`src/rtl/pipelined_addsub.sv`:
```
// ---------------------------------------------------------------------------
// pipelined_addsub
//
// Parametrised pipelined adder/subtractor with a valid/ready handshake.
// The SIZE-bit operation is split into STAGES chunks of CHUNK = SIZE/STAGES
// bits. Stage k adds chunk k, so only one CHUNK-bit ripple sits between
// registers. The whole pipe advances on one global enable, which gives
// backpressure from the consumer straight through to the producer.
//
// SIZE must be an exact multiple of STAGES.
//
// Ports:
//   clk        rising-edge clock
//   rst        synchronous, active-high reset
//   in_valid   operands present this cycle
//   in_ready   block accepts operands this cycle (combinational)
//   a, b       SIZE-bit operands
//   cin        carry-in when adding, borrow-in when subtracting
//   sub        0 = a + b + cin, 1 = a - b - cin
//   s          SIZE-bit result
//   cout       carry out of the MSB
//   ovf        two's-complement signed overflow
//   out_valid  s/cout/ovf hold a valid result
//   out_ready  consumer accepts the result this cycle
// ---------------------------------------------------------------------------
module pipelined_addsub #(
   parameter int SIZE   = 16,
   parameter int STAGES = 4
) (
   input  logic            clk,
   input  logic            rst,
   input  logic            in_valid,
   output logic            in_ready,
   input  logic [SIZE-1:0] a,
   input  logic [SIZE-1:0] b,
   input  logic            cin,
   input  logic            sub,
   output logic [SIZE-1:0] s,
   output logic            cout,
   output logic            ovf,
   output logic            out_valid,
   input  logic            out_ready
);

   localparam int CHUNK = SIZE / STAGES;

   logic            adv;
   logic [SIZE-1:0] b_prep;
   logic            c0;
   logic            ovf_q;

   // The pipe only moves when the output register is empty or being drained,
   // so a stalled consumer freezes every stage at once.
   assign adv      = ~out_valid | out_ready;
   assign in_ready = adv;

   // Subtraction is a + ~b + 1; a borrow-in removes that +1, hence cin ^ sub.
   assign b_prep = sub ? ~b : b;
   assign c0     = cin ^ sub;

   // Each stage carries one packed word laid out, from LSB upwards, as
   //   [finished sum chunks | remaining a chunks | remaining b' chunks]
   // Entering stage k, the a field starts at bit k*CHUNK and the b' field at
   // bit SIZE, so chunk k of both operands sits at fixed offsets. Each stage
   // overwrites a-chunk k with its partial sum and drops b'-chunk k, which
   // makes the word CHUNK bits narrower per stage. The last stage's word is
   // exactly the SIZE-bit result, so the skew and deskew registers are just
   // the untouched fields of these words.
   genvar k;
   for (k = 0; k < STAGES; k++) begin : g_st
      localparam int LO     = k * CHUNK;
      localparam int DW_IN  = 2 * SIZE - k * CHUNK;
      localparam int DW_OUT = DW_IN - CHUNK;

      logic [DW_IN-1:0]  din;
      logic              carry_in;
      logic              valid_in;
      logic [CHUNK-1:0]  psum;
      logic              pcarry;
      logic [DW_OUT-1:0] dnext;
      logic [DW_OUT-1:0] data_q;
      logic              carry_q;
      logic              valid_q;

      if (k == 0) begin : g_src
         assign din      = {b_prep, a};
         assign carry_in = c0;
         assign valid_in = in_valid;
      end else begin : g_src
         assign din      = g_st[k-1].data_q;
         assign carry_in = g_st[k-1].carry_q;
         assign valid_in = g_st[k-1].valid_q;
      end

      assign {pcarry, psum} = {1'b0, din[LO +: CHUNK]}
                            + {1'b0, din[SIZE +: CHUNK]}
                            + {{CHUNK{1'b0}}, carry_in};

      // Repack the word: lower sums and upper a bits keep their positions,
      // chunk k becomes the new partial sum, and the remaining b' bits
      // slide down by one chunk to close the gap left by b'-chunk k.
      always_comb begin
         dnext = '0;
         for (int i = 0; i < SIZE; i++) begin
            dnext[i] = din[i];
         end
         dnext[LO +: CHUNK] = psum;
         for (int i = SIZE; i < DW_OUT; i++) begin
            dnext[i] = din[i + CHUNK];
         end
      end

      // Stage register. A stage fed by a bubble still shifts its data but
      // loads valid = 0.
      always_ff @(posedge clk) begin
         if (rst) begin
            data_q  <= '0;
            carry_q <= 1'b0;
            valid_q <= 1'b0;
         end else if (adv) begin
            data_q  <= dnext;
            carry_q <= pcarry;
            valid_q <= valid_in;
         end
      end

      // Carry into the MSB is recovered from the MSB sum bit
      // (s = a ^ b' ^ c_in), then XORed with the carry out of the MSB.
      if (k == STAGES - 1) begin : g_ovf
         logic carry_into_msb;

         assign carry_into_msb = din[LO + CHUNK - 1]
                               ^ din[SIZE + CHUNK - 1]
                               ^ psum[CHUNK-1];

         always_ff @(posedge clk) begin
            if (rst) begin
               ovf_q <= 1'b0;
            end else if (adv) begin
               ovf_q <= carry_into_msb ^ pcarry;
            end
         end
      end
   end

   assign s         = g_st[STAGES-1].data_q;
   assign cout      = g_st[STAGES-1].carry_q;
   assign out_valid = g_st[STAGES-1].valid_q;
   assign ovf       = ovf_q;

endmodule

```
`config.mk`:
```
export PLATFORM = sky130hd
export DESIGN_NAME = pipelined_addsub
export DESIGN_NICKNAME = d
export VERILOG_FILES = /design/src/rtl/pipelined_addsub.sv
export SDC_FILE = /design/constraint.sdc
export NUM_CORES = 1
export LEC_CHECK = 0
export CELL_PAD_IN_SITES_DETAIL_PLACEMENT = 0
export CELL_PAD_IN_SITES_GLOBAL_PLACEMENT = 1
export CORE_UTILIZATION = 43
export DETAILED_ROUTE_END_ITERATION = 8
export PLACE_DENSITY = 0.89
export SETUP_SLACK_MARGIN = 0.1
export SYNTH_ARGS = -nofsm -noshare
export SYNTH_HDL_FRONTEND = slang
export SYNTH_SLANG_ARGS = --single-unit
```
`constraint.sdc`:
```
create_clock -name clk -period 4.2 [get_ports clk]
set_input_delay 0.84 -clock clk [delete_from_list [all_inputs] [get_ports clk]]
set_output_delay 0.84 -clock clk [all_outputs]
set_load 0.03 [all_outputs]
```
==> impl_metrics.toml, run 1 <==
[setup_path]
crit_type = "primary input to flip-flop"
cp_max_fo = 10
cp.depth = 7
arrival_ns = 3.15
rrSetupSlack_ns = 2.18
required_ns = 4.40
crit_top_cell = "fa_1"
reg2reg_depth = 6
crit_family = "adder cells"
cp_num_buf_inv = 1
path_cells = "clkdlybuf4s50_1, xor2_1, fa_1, fa_1, a21o_1, a211oi_1, nor3_1"
end_kind = "flip-flop"
r2r-start = "g_st[2].data_q[12]$_SDFFE_PP0P_"
start_kind = "primary input"
reg2reg_to = "ovf$_SDFFE_PP0P_"
slowest_stage = "clkdlybuf4s50_1"
worst_path_largest_cell_delay_ns = 0.65

[placement]
post-dp-hpwl_um = 4859
gp_congestion = 0.7276
numPortBuffers = 57
placed_area_mm2 = 0.004576

[logic_synthesis]
syn_avg_cell_area_um2 = 8.531
synthTopCellsByCount = "nand2_1 (142), dfxtp_1 (97), a21oi_1 (76)"
synth_area_mm2 = 0.003984
synth.most_common_cell = "nand2_1"
synth_flop_cell = "dfxtp_1"
yosys.area_share.simple = 0.1875
synthAdderAreaFrac = 0.07789
synth_nets = 525
yosys.area_share.xor_xnor = 0.05057
synth.largest_area_cell = "dfxtp_1"
yosysUniqueCellTypes = 26
async_reset_ff_frac = 0
yosys_warnings = 0
syn_inst = 467
synth_compound_area_frac = 0.1526
synth_top_area_share = 0.4874
synth_seq_cells = 97
synth_edf_count = 0
synth.area.top_cells = "dfxtp_1 (49%), nand2_1 (13%), a21oi_1 (9.5%)"
synth.mux.area_fraction = 0
synth-seq-area-share = 0.4874
synth_top_family_by_area = "simple AND/OR/NAND/NOR gates"

[finish]
nFillCells = 864
layout-drive-gt1-share = 0.04706
antenna_cells = 0
multi_input_area_mm2 = 0.001867
seq_area_mm2 = 0.001942
fin_nets = 564
syn_to_final_growth_pct = 19.94
finish.utilization = 0.5400
final_cell_area_mm2 = 0.004778

[global_routing]
grt_max_degree = 114
antenna_found_initial = 0
grt_pass1_vias = 3005
grt_overflow = 0
track_usage = 0.1696
grt_pass1_wl_um = 13390

[clock_network]
cts_tree = "built"
cts_sinks = 97
cts_buffers = 9
clockBufferDepth = 2
cts.clk_slew.worst_paths_ns = 0.08
htreeDepth = 3
clockRootBuffer = "clkbuf_8"
holdBufCountCts = 0
cts.repair.resized = 0
postCtsSetupRepairBufs = 0
clk_latency_ns = 0.36

[timing]
rsz0062_at_grt = "no"
finClkSkew_ns = 0.01281
layout_min_cycle_time_ns = 2.946
setup_viol = 0
slew_violations = 0
whs_ns = 0.4514
finalSetupTns_ns = 0
relSlewSlack = 0.2943
worst_slew_pin_slew_ns = 1.059
post-route-period-util = 0.7014
max_freq_mhz = 339.5
finalHoldViolations = 0

[routing]
route.antenna.remaining_nets = 0
routedWlPerCell_um = 12.09
top_layer = "met4"
first_pass_iters = 6
vias_per_cell = 4.964
route.met3.wl_um = 256
drcViolationCount = 0
routed_wl_um = 7473
wl_met1_um = 3859
met2_wirelength_um = 3244
via_count = 3068
drt_iter0_drc = 149

[power_and_ir_drop]
powerDensity_mw_per_mm2 = 387.9
ir_worst_vdd_mv = 0.2425
p_leak_nw = 1.875

[die]
die_h_um = 98.26
initial_utilization = 0.4502
fp.dieW_um = 98.26
coreArea_mm2 = 0.008848
rows = 34
die-area_mm2 = 0.009654
io_pins = 58

[worst_hold_path]
holdPathEnd = "s[0]$_SDFFE_PP0P_"
min-delay-start = "s[0]$_SDFFE_PP0P_"
hold_depth = 2
min_path_type = "flip-flop to flip-flop"

[run]
max-cap-violations = 0

[status]
outcome = "complete, no violations"
-- final cells by class --
type	count	area share
clock buffers	11	0.03168
repair buffers	62	0.1288
flip-flops and latches	97	0.4064
clock inverters	4	0.01074
well taps	108	0.02828
multi-input cells	332	0.3907
inverters	4	0.003404
-- power by group --
part	switching, mW	internal [mW]
registers	0.0339	0.980
logic	0.110	0.113
clock network	0.311	0.306
-- through the flow --
stage / setup slack, ns / cells / total power [mW]
floorplan: 1.436 / 467 / 1.173
global placement: 0.9266 / 603 / 1.253
detailed placement: 0.8635 / 603 / 1.260
CTS: 1.243 / 618 / 1.872
global route: 1.088 / 618 / 1.944
finish: 1.254 / 618 / 1.854
-- how the worst max path moves through the flow --
stage          startpoint  slack (ns)                            to
3_3_place_gp          sub        0.93  g_st[0].carry_q$_SDFFE_PP0P_
5_1_grt               sub        1.09  g_st[0].carry_q$_SDFFE_PP0P_
2_1_floorplan         sub        1.44  g_st[0].carry_q$_SDFFE_PP0P_
3_5_place_dp          sub        0.86  g_st[0].carry_q$_SDFFE_PP0P_
6_report              sub        1.25  g_st[0].carry_q$_SDFFE_PP0P_
4_1_cts               sub        1.24  g_st[0].carry_q$_SDFFE_PP0P_
-- kinds of logic (layout without fill, tap and decap cells) --
kind of cell               Yosys count  after routing
AOI/OAI and AO/OA                  106            106
xor gates and xnor gates            23             23
adders and majority gates           20             20
buffers and inverters               38             81
DFF                                 97             97
and+or+nand+nor                    183            183
-- metal layers --
metal | up-vias | GRT usage
met4 | 0 | 0.08037
met5 | - | 0
met1 | 1388 | 0.2307
li1 | 1616 | -
met3 | 9 | 0.02577
met2 | 55 | 0.2654
-- registers in the layout (all words and copies together), names as in the netlist --
| register | cells |
|---|---|
| s | 16 |
| out_valid | 1 |
| ovf | 1 |
| cout | 1 |
| g_st.valid_q | 3 |
| g_st.data_q | 72 |
| g_st.carry_q | 3 |
-- worst register-to-register path: cells and delay by family, from the launching register on --
family,cells,cell delay (ns)
flops,1,0.33
xor+xnor,1,0.17
fa+ha+maj,2,0.90
compound gates,3,0.47
-- cells in the final DEF, fill, tap and decap left out, drive strengths merged --
| master | count |
|---|---|
| nand2 | 142 |
| dfxtp | 97 |
| a21oi | 76 |
| clkdlybuf4s50 | 56 |
| nor2 | 24 |
| a211oi | 21 |
| xnor2 | 17 |
| ha | 12 |
| clkbuf | 11 |
| fa | 8 |
| a21o | 7 |
| xor2 | 6 |
| buf | 6 |
| nand3b | 4 |
| inv | 4 |
| or4 | 3 |
| nand4b | 3 |
| nand3 | 3 |
| clkinv | 2 |
| nor3 | 2 |
| nor2b | 2 |
| o21ai | 1 |
| o31ai | 1 |
| bufinv | 1 |
| clkinvlp | 1 |
Power figures use the tool's default switching activity.
==> inputs of run 2 (changes only) <==
Settings changed: CORE_UTILIZATION 43 to 40, PLACE_DENSITY 0.89 to 0.84.
Clock period 4.2 ns to 3 ns, I/O delays scaled along.
==> run 2 against run 1 <==
Against the previous run:
- sequential power is 41% higher
- routed wire length increased by 1.3%
- worst hold slack is essentially flat
- clock-buffer cell count down 1
- worst setup slack got worse by 0.71 ns
- cell area increased by 0.60%
- die area up 7.3%
- register-to-register slack got worse by 1.2 ns
- clock skew is 0.0055 ns lower
- largest cell class unchanged
==> impl_metrics.toml, run 2 (same netlist as run 1, synthesis figures left out) <==
[finish]
antenna_cells = 0
nFillCells = 1004
seq_area_mm2 = 0.001942
syn_to_final_growth_pct = 20.67
fin_nets = 566
layout_common_cells = "nand2_1 (142), dfxtp_1 (97), a21oi_1 (76)"
multi_input_area_mm2 = 0.001867
final_common_cell = "nand2_1"
regMostFlops = "g_st.data_q"
largest_reg_flops = 72
layout-drive-gt1-share = 0.04883

[timing]
post-route-period-util = 0.8184
setup_viol = 0
finClkSkew_ns = 0.007266
worst_slew_pin_slew_ns = 1.043
slew_violations = 0
rsz0062_at_grt = "no"
max_freq_mhz = 407.3
finalHoldViolations = 0
relSlewSlack = 0.3046
layout_min_cycle_time_ns = 2.455
finalSetupTns_ns = 0

[routing]
route.met3.wl_um = 257
vias_per_cell = 4.789
route.antenna.remaining_nets = 0
top_layer = "met4"
routedWlPerCell_um = 11.74
drt_iter0_drc = 150
wl_met1_um = 3862
drcViolationCount = 0
first_pass_iters = 4
routed_wl_um = 7571
via_count = 3089
met2_wirelength_um = 3300

[clock_network]
cts.repair.resized = 0
postCtsSetupRepairBufs = 0
cts_sinks = 97
holdBufCountCts = 0
cts_tree = "built"
clk_latency_ns = 0.36
clockRootBuffer = "clkbuf_8"
clockBufferDepth = 2
cts.clk_slew.worst_paths_ns = 0.08
htreeDepth = 3
cts_buffers = 9

[setup_path]
arrival_ns = 1.86
crit_top_cell = "clkdlybuf4s50_1"
path_cells = "clkdlybuf4s50_1, nor2b_4, clkinv_2, clkdlybuf4s50_1"
r2r-start = "g_st[2].data_q[12]$_SDFFE_PP0P_"
cp_max_fo = 2
worst_path_largest_cell_delay_ns = 0.65
rrSetupSlack_ns = 1.02
slowest_stage = "clkdlybuf4s50_1"
required_ns = 2.40
end_kind = "output pin"
start_kind = "primary input"
crit_type = "primary input to output pin"
crit_start = "out_ready"

[global_routing]
antenna_found_initial = 0
grt_pass1_vias = 2957
track_usage = 0.1589
grt_pass1_wl_um = 12940
grt_overflow = 0
grt_max_degree = 114

[power_and_ir_drop]
total_power_mw = 2.548
powerDensity_mw_per_mm2 = 530.0
ir_worst_vdd_mv = 0.2045
p_leak_nw = 1.868

[run]
max-cap-violations = 0

[worst_hold_path]
min-delay-start = "s[13]$_SDFFE_PP0P_"
min_path_type = "flip-flop to flip-flop"

[die]
die_h_um = 101.8
initial_utilization = 0.4095
io_pins = 58
fp.dieW_um = 101.8
rows = 36
die-area_mm2 = 0.01036
coreArea_mm2 = 0.009729

[status]
outcome = "complete, no violations"

[placement]
post-dp-hpwl_um = 4921
numPortBuffers = 57
gp_congestion = 0.7115
==> run 2: changes by cell type in the layout (fill, tap and decap cells not counted) <==
cell / delta
buf_4: +2
clkbuf_1: +1
clkbuf_8: -2
clkinvlp_4: +2
inv_6: -1
==> run 2: final timing paths <==
kind | to | cells past startpoint
worst max-delay path | in_ready | 4
worst min register to register | s[13]$_SDFFE_PP0P_ | 2
worst min-delay path | s[13]$_SDFFE_PP0P_ | 2
worst max register to register | ovf$_SDFFE_PP0P_ | 6
==> run 2: stage by stage <==
| step | std cells | hold slack (ns) | utilization | area (µm²) | setup WS, ns |
|---|---|---|---|---|---|
| floorplan | 467 | 0.4321 | - | 3984 | 0.4763 |
| global placement | 630 | 0.4406 | 0.4751 | 4622 | 0.2343 |
| detailed placement | 630 | 0.4463 | 0.4751 | 4622 | 0.1414 |
| CTS | 645 | 0.4576 | 0.4941 | 4807 | 0.5300 |
| global route | 645 | 0.4713 | 0.4941 | 4807 | 0.4783 |
| finish | 645 | 0.4514 | 0.4941 | 4807 | 0.5449 |
==> run 2: report_power, final <==
group | leakage (nW) | switching [mW] | internal (mW)
combinational | 0.986 | 0.154 | 0.159
sequential | 0.797 | 0.0477 | 1.37
clock | 0.0844 | 0.435 | 0.380
total | 1.87 | 0.637 | 1.91
==> run 2: worst max-delay path, delay by kind of cell <==
kind                   cells  cell delay, ns
buffers and inverters      3            1.19
and+or+nand+nor            1            0.05
==> run 2: layout make-up <==
class / count / share of cell area
clock inverters: 5 / 0.01197
flip-flops and latches: 97 / 0.4040
well taps: 133 / 0.03462
repair buffers: 64 / 0.1312
inverters: 4 / 0.003384
multi-input cells: 332 / 0.3883
clock buffers: 10 / 0.02655
==> run 2: layer usage <==
layer  up-vias  GRT usage
li1       1624          -
met5         -          0
met3        11    0.02622
met1      1400     0.2058
met2        54     0.2562
met4         0    0.08027
==> inputs of run 3 (changes only) <==
Settings changed: CORE_UTILIZATION 40 to 36, PLACE_DENSITY 0.84 to 0.8.
Clock period 3 ns to 2.2 ns, I/O delays scaled along.
==> run 3 against run 2 <==
Against the previous run:
- clock-buffer cell count is 2 higher
- sequential power is 37% higher
- worst setup slack worse by 0.35 ns
- largest power group unchanged
- routed wire length is 2.5% higher
- first-iteration DRC count is 3.3% lower
- critical path type is now primary input to flip-flop
- combinational power is 39% higher
- cell area is 2.0% higher
- non-clock buffer count is 3 higher
- critical endpoint is now g_st[0].carry_q$_SDFFE_PP0P_
- utilization is 4.0 points lower
- via count is 1.0% lower
- clock power is 58% higher
- die area is 11% higher
==> impl_metrics.toml, run 3 (same netlist as run 1, synthesis figures left out) <==
[setup_path]
end_kind = "flip-flop"
crit_type = "primary input to flip-flop"
slowest_stage = "clkdlybuf4s50_1"
reg2reg_to = "ovf$_SDFFE_PP0P_"
path_cells = "clkdlybuf4s50_1, xor2_1, fa_2, fa_2, a21o_1, a211oi_2, nor3_1"
r2r-start = "g_st[2].data_q[12]$_SDFFE_PP0P_"
crit_end = "g_st[0].carry_q$_SDFFE_PP0P_"
crit_top_cell = "fa_2"
rrSetupSlack_ns = 0.21
reg2reg_depth = 6
crit_start = "cin"
start_kind = "primary input"
worst_path_largest_cell_delay_ns = 0.41
arrival_ns = 2.21
required_ns = 2.41
cp_max_fo = 2

[timing]
finalHoldViolations = 0
max_freq_mhz = 499.8
finClkSkew_ns = 0.009184
post-route-period-util = 0.9095
setup_viol = 0
setup_ws_ns = 0.1990
worst_slew_pin_slew_ns = 0.8605
rsz0062_at_grt = "no"
layout_min_cycle_time_ns = 2.001
relSlewSlack = 0.4263
slew_violations = 0

[finish]
fin_nets = 569
regMostFlops = "g_st.data_q"
layout_common_cells = "nand2_1 (142), dfxtp_1 (97), a21oi_1 (76)"
layout-drive-gt1-share = 0.06395
final_common_cell = "nand2_1"
largest_reg_flops = 72
stdcell_count = 656
syn_to_final_growth_pct = 23.02
antenna_cells = 0

[global_routing]
grt_pass1_wl_um = 13050
antenna_found_initial = 0
grt_pass1_vias = 2792
track_usage = 0.1434
grt_max_degree = 114
grt_overflow = 0

[routing]
drcViolationCount = 0
wl_met1_um = 4060
drt_iter0_drc = 145
top_layer = "met4"
first_pass_iters = 4
routedWlPerCell_um = 11.83
routed_wl_um = 7763
route.met3.wl_um = 329
route.antenna.remaining_nets = 0
via_count = 3057
vias_per_cell = 4.660
met2_wirelength_um = 3268

[die]
io_pins = 58
die-area_mm2 = 0.01149
die_h_um = 107.2
rows = 38
coreArea_mm2 = 0.01079
initial_utilization = 0.3691
fp.dieW_um = 107.2

[clock_network]
cts_sinks = 97
clockRootBuffer = "clkbuf_8"
cts_tree = "built"
htreeDepth = 3
clk_latency_ns = 0.35
cts.clk_slew.worst_paths_ns = 0.09
holdBufCountCts = 0
postCtsSetupRepairBufs = 0
cts_buffers = 9
clockBufferDepth = 2

[power_and_ir_drop]
powerDensity_mw_per_mm2 = 748.2
ir_worst_vdd_mv = 0.3230
p_leak_nw = 1.918

[placement]
gp_congestion = 0.7585
numPortBuffers = 57
place_inst = 640
post-dp-hpwl_um = 5073
pre_cts_slack_ns = -0.3490

[status]
outcome = "complete, no violations"

[run]
max-cap-violations = 0

[worst_hold_path]
min_path_type = "flip-flop to flip-flop"
[run 3: worst min-delay path by stage]
stage | startpoint | endpoint | slack (ns) | cells after the start
final | s[13]$_SDFFE_PP0P_ | s[13]$_SDFFE_PP0P_ | 0.45 | 2
after global routing | g_st[1].data_q[20]$_SDFFE_PP0P_ | g_st[1].data_q[20]$_SDFFE_PP0P_ | 0.47 | 2
after detailed placement | g_st[1].data_q[5]$_SDFFE_PP0P_ | g_st[1].data_q[5]$_SDFFE_PP0P_ | 0.45 | 2
after floorplan | g_st[0].data_q[10]$_SDFFE_PP0P_ | g_st[0].data_q[10]$_SDFFE_PP0P_ | 0.43 | 2
after CTS | g_st[1].data_q[5]$_SDFFE_PP0P_ | g_st[1].data_q[5]$_SDFFE_PP0P_ | 0.46 | 2
after global placement | g_st[2].data_q[5]$_SDFFE_PP0P_ | g_st[2].data_q[5]$_SDFFE_PP0P_ | 0.44 | 2
[run 3: through the flow]
step	util	TNS, ns	total power, mW	cell area [µm²]	hold slack (ns)
after floorplan	-	0	2.251	4026	0.4321
after global placement	0.4328	-0.8479	2.410	4671	0.4403
after detailed placement	0.4328	-1.028	2.420	4671	0.4450
after CTS	0.4539	0	3.713	4898	0.4571
after global routing	0.4541	0	3.854	4901	0.4694
final	0.4541	0	3.667	4901	0.4545
[run 3: final cells by class]
type	instances	area, µm²
clock buffers	12	155.1
clock inverters	4	75.07
fillers	1100	5892
inverters	4	16.27
multi-input cells	332	1884
flip-flops and latches	97	1942
well taps	140	175.2
repair buffers	67	653.1
[run 3: layer usage]
metal  vias up  GRT usage
met3         9    0.03343
met1      1361     0.2014
li1       1630          -
met2        57     0.2101
met4         0    0.05871
met5         -          0
[run 3: timing repair]
item,CTS,global route
setup endpoints to repair,2,1
gates resized for setup,2,1
pin swaps,0,1
[run 3: report_power, final]
group / switching [mW] / internal [mW]
registers: 0.0668 / 1.87
logic: 0.212 / 0.224
clock network: 0.589 / 0.703
total: 0.868 / 2.80
[run 3: critical path, delay by kind of cell]
| family | cells | cell delay [ns] |
|---|---|---|
| compound gates | 2 | 0.35 |
| fa+ha+maj | 2 | 0.79 |
| simple gates | 1 | 0.07 |
| buf+inv | 1 | 0.41 |
| xor+xnor | 1 | 0.16 |
==> patch, RTL diff (config.mk and constraints of run 2) <==
`STAGES`: 4 -> 8.
--- a/src/rtl/pipelined_addsub.sv
+++ b/src/rtl/pipelined_addsub.sv
@@ -25,7 +25,7 @@
 // ---------------------------------------------------------------------------
 module pipelined_addsub #(
    parameter int SIZE   = 16,
-   parameter int STAGES = 4
+   parameter int STAGES = 8
 ) (
    input  logic            clk,
    input  logic            rst,
Check against the original RTL: not equivalent (Yosys sat finds a counterexample within 10 cycles, from zero or initial values and one cycle with rst high).
==> patch against run 2 <==
Wire length increased by 79%. Synthesized area increased by 94%. Cell area increased by 86%. Sequential cell count increased by 104. Worst setup slack got worse by 0.062 ns. First-iteration DRC count increased to 2.6 times the old value. Maximum frequency decreased by 2.5%. Count of clock-buffer cells in the layout increased by 22. Global-route usage decreased by 1.7 points. Synthesized cell count increased by 95%. Total power increased by 120%. Critical endpoint unchanged. Highest routed layer unchanged.
==> patch: results <==
# TYPE chip_impl_metric gauge
chip_impl_metric{name="placedCellCount",unit=""} 1167
chip_impl_metric{name="drtIter0Drc",unit=""} 384
chip_impl_metric{name="detail_route.vias_per_cell",unit=""} 4.560
chip_impl_metric{name="ctsHtreeMaxLevel",unit=""} 1
chip_impl_metric{name="track_usage",unit="%"} 14.15
chip_impl_metric{name="grt_start_max_net_pins",unit=""} 233
chip_impl_metric{name="synth_seq_area_share",unit="%"} 52.15
chip_impl_metric{name="maxSlewHeadroom",unit="%"} 29.91
chip_impl_metric{name="vias_in_the_first_global_route",unit=""} 5058
chip_impl_metric{name="final_nets",unit=""} 985
chip_impl_metric{name="worstPathArrival",unit="ns"} 1.92
chip_impl_metric{name="total_via_count_after_detailed_routing",unit=""} 5476
chip_impl_metric{name="clock_latency",unit="ns"} 0.48
chip_impl_info{name="synth_top_cells_by_area",value="sky130_fd_sc_hd__dfxtp_1 (52%), sky130_fd_sc_hd__nand2_1 (16%), sky130_fd_sc_hd__a21oi_1 (11%)"} 1
chip_impl_metric{name="final_layout_size_suffix_gt1_share",unit="%"} 7.439
chip_impl_metric{name="cts.clk_slew.worst_paths",unit="ns"} 0.06
chip_impl_metric{name="routedWlPerCell",unit="um"} 11.31
chip_impl_metric{name="dpl_worst_slack",unit="ns"} 0.4724
chip_impl_metric{name="grt_first_pass_wirelength",unit="mm"} 23.77
chip_impl_metric{name="cts-buffers-inserted",unit=""} 21
chip_impl_metric{name="fillCellCount",unit=""} 1898
chip_impl_metric{name="critPathMaxStageDelay",unit="ns"} 0.59
chip_impl_metric{name="synth.lib_cells_used.distinct",unit=""} 19
chip_impl_metric{name="finalWeightedCongestion",unit=""} 0.6785
chip_impl_info{name="run_status",value="complete, no violations"} 1
chip_impl_metric{name="flip_flop_count_of_the_largest_register_all_copies_and_words_added",unit=""} 168
chip_impl_info{name="ctsRootBufferMaster",value="sky130_fd_sc_hd__clkbuf_16"} 1
chip_impl_info{name="synth_top_cells_by_count",value="sky130_fd_sc_hd__nand2_1 (328), sky130_fd_sc_hd__dfxtp_1 (201), sky130_fd_sc_hd__a21oi_1 (164)"} 1
-- patch: kinds of logic after synthesis --
| family | share of synthesized area, % |
|---|---|
| compound gates | 15.96 |
| simple gates | 17.98 |
| flops | 52.15 |
| fa+ha+maj | 4.313 |
| xor+xnor | 2.238 |
| buf+inv | 7.362 |
-- patch: cell type report --
class                      count  area (sq um)  share of cell area, %
sequential                   201          4024                  44.92
multi-input combinational    602          3124                  34.88
timing repair buffer          66         689.4                  7.697
clock buffer                  32         636.9                  7.110
tap                          260         325.3                  3.632
inverter                      38         147.6                  1.648
clock inverter                 2         10.01                 0.1117
-- patch: worst reg2reg max path, cell delays in order, from the launching register on --
cell and delay (ns):
sky130_fd_sc_hd__dfxtp_1 0.33, sky130_fd_sc_hd__inv_1 0.06, sky130_fd_sc_hd__fa_1 0.43, sky130_fd_sc_hd__fa_1 0.49, sky130_fd_sc_hd__xor3_1 0.36, sky130_fd_sc_hd__nand2_1 0.07
sky130_fd_sc_hd__a21oi_1 0.07
-- patch: layer usage --
metal	part of all wire (%)	up-vias	global-route usage [%]	routed length [um]
li1	-	2933	-	-
met1	51	2454	20.03	6923
met2	44	66	22.18	5928
met3	3.1	23	2.378	428
met4	2.3	0	4.062	308
met5	0	-	0	0
-- patch: per-stage QoR --
stage	util [%]	power, W
after floorplan	-	0.003031
after global placement	44.13	0.003135
after detailed placement	44.13	0.003138
after CTS	47.57	0.005580
after global routing	47.57	0.005709
final	47.57	0.005496
-- patch: power by group --
group | switching, W | internal (W) | leakage, nW | total, W
clock | 0.000971 | 0.00145 | 0.322 | 0.00242
combinational | 0.000140 | 0.000137 | 1.13 | 0.000277
sequential | 0.0000423 | 0.00276 | 1.64 | 0.00280
-- patch: path summary, 6_finish.rpt --
check / slack (ns) / from / end
setup reg to reg: 1.08 / g_st[6].data_q[14] / ovf
hold reg to reg: 0.45 / s[13] / s[13]
hold / removal: 0.45 / s[13] / s[13]
setup / recovery: 0.48 / out_ready / in_ready
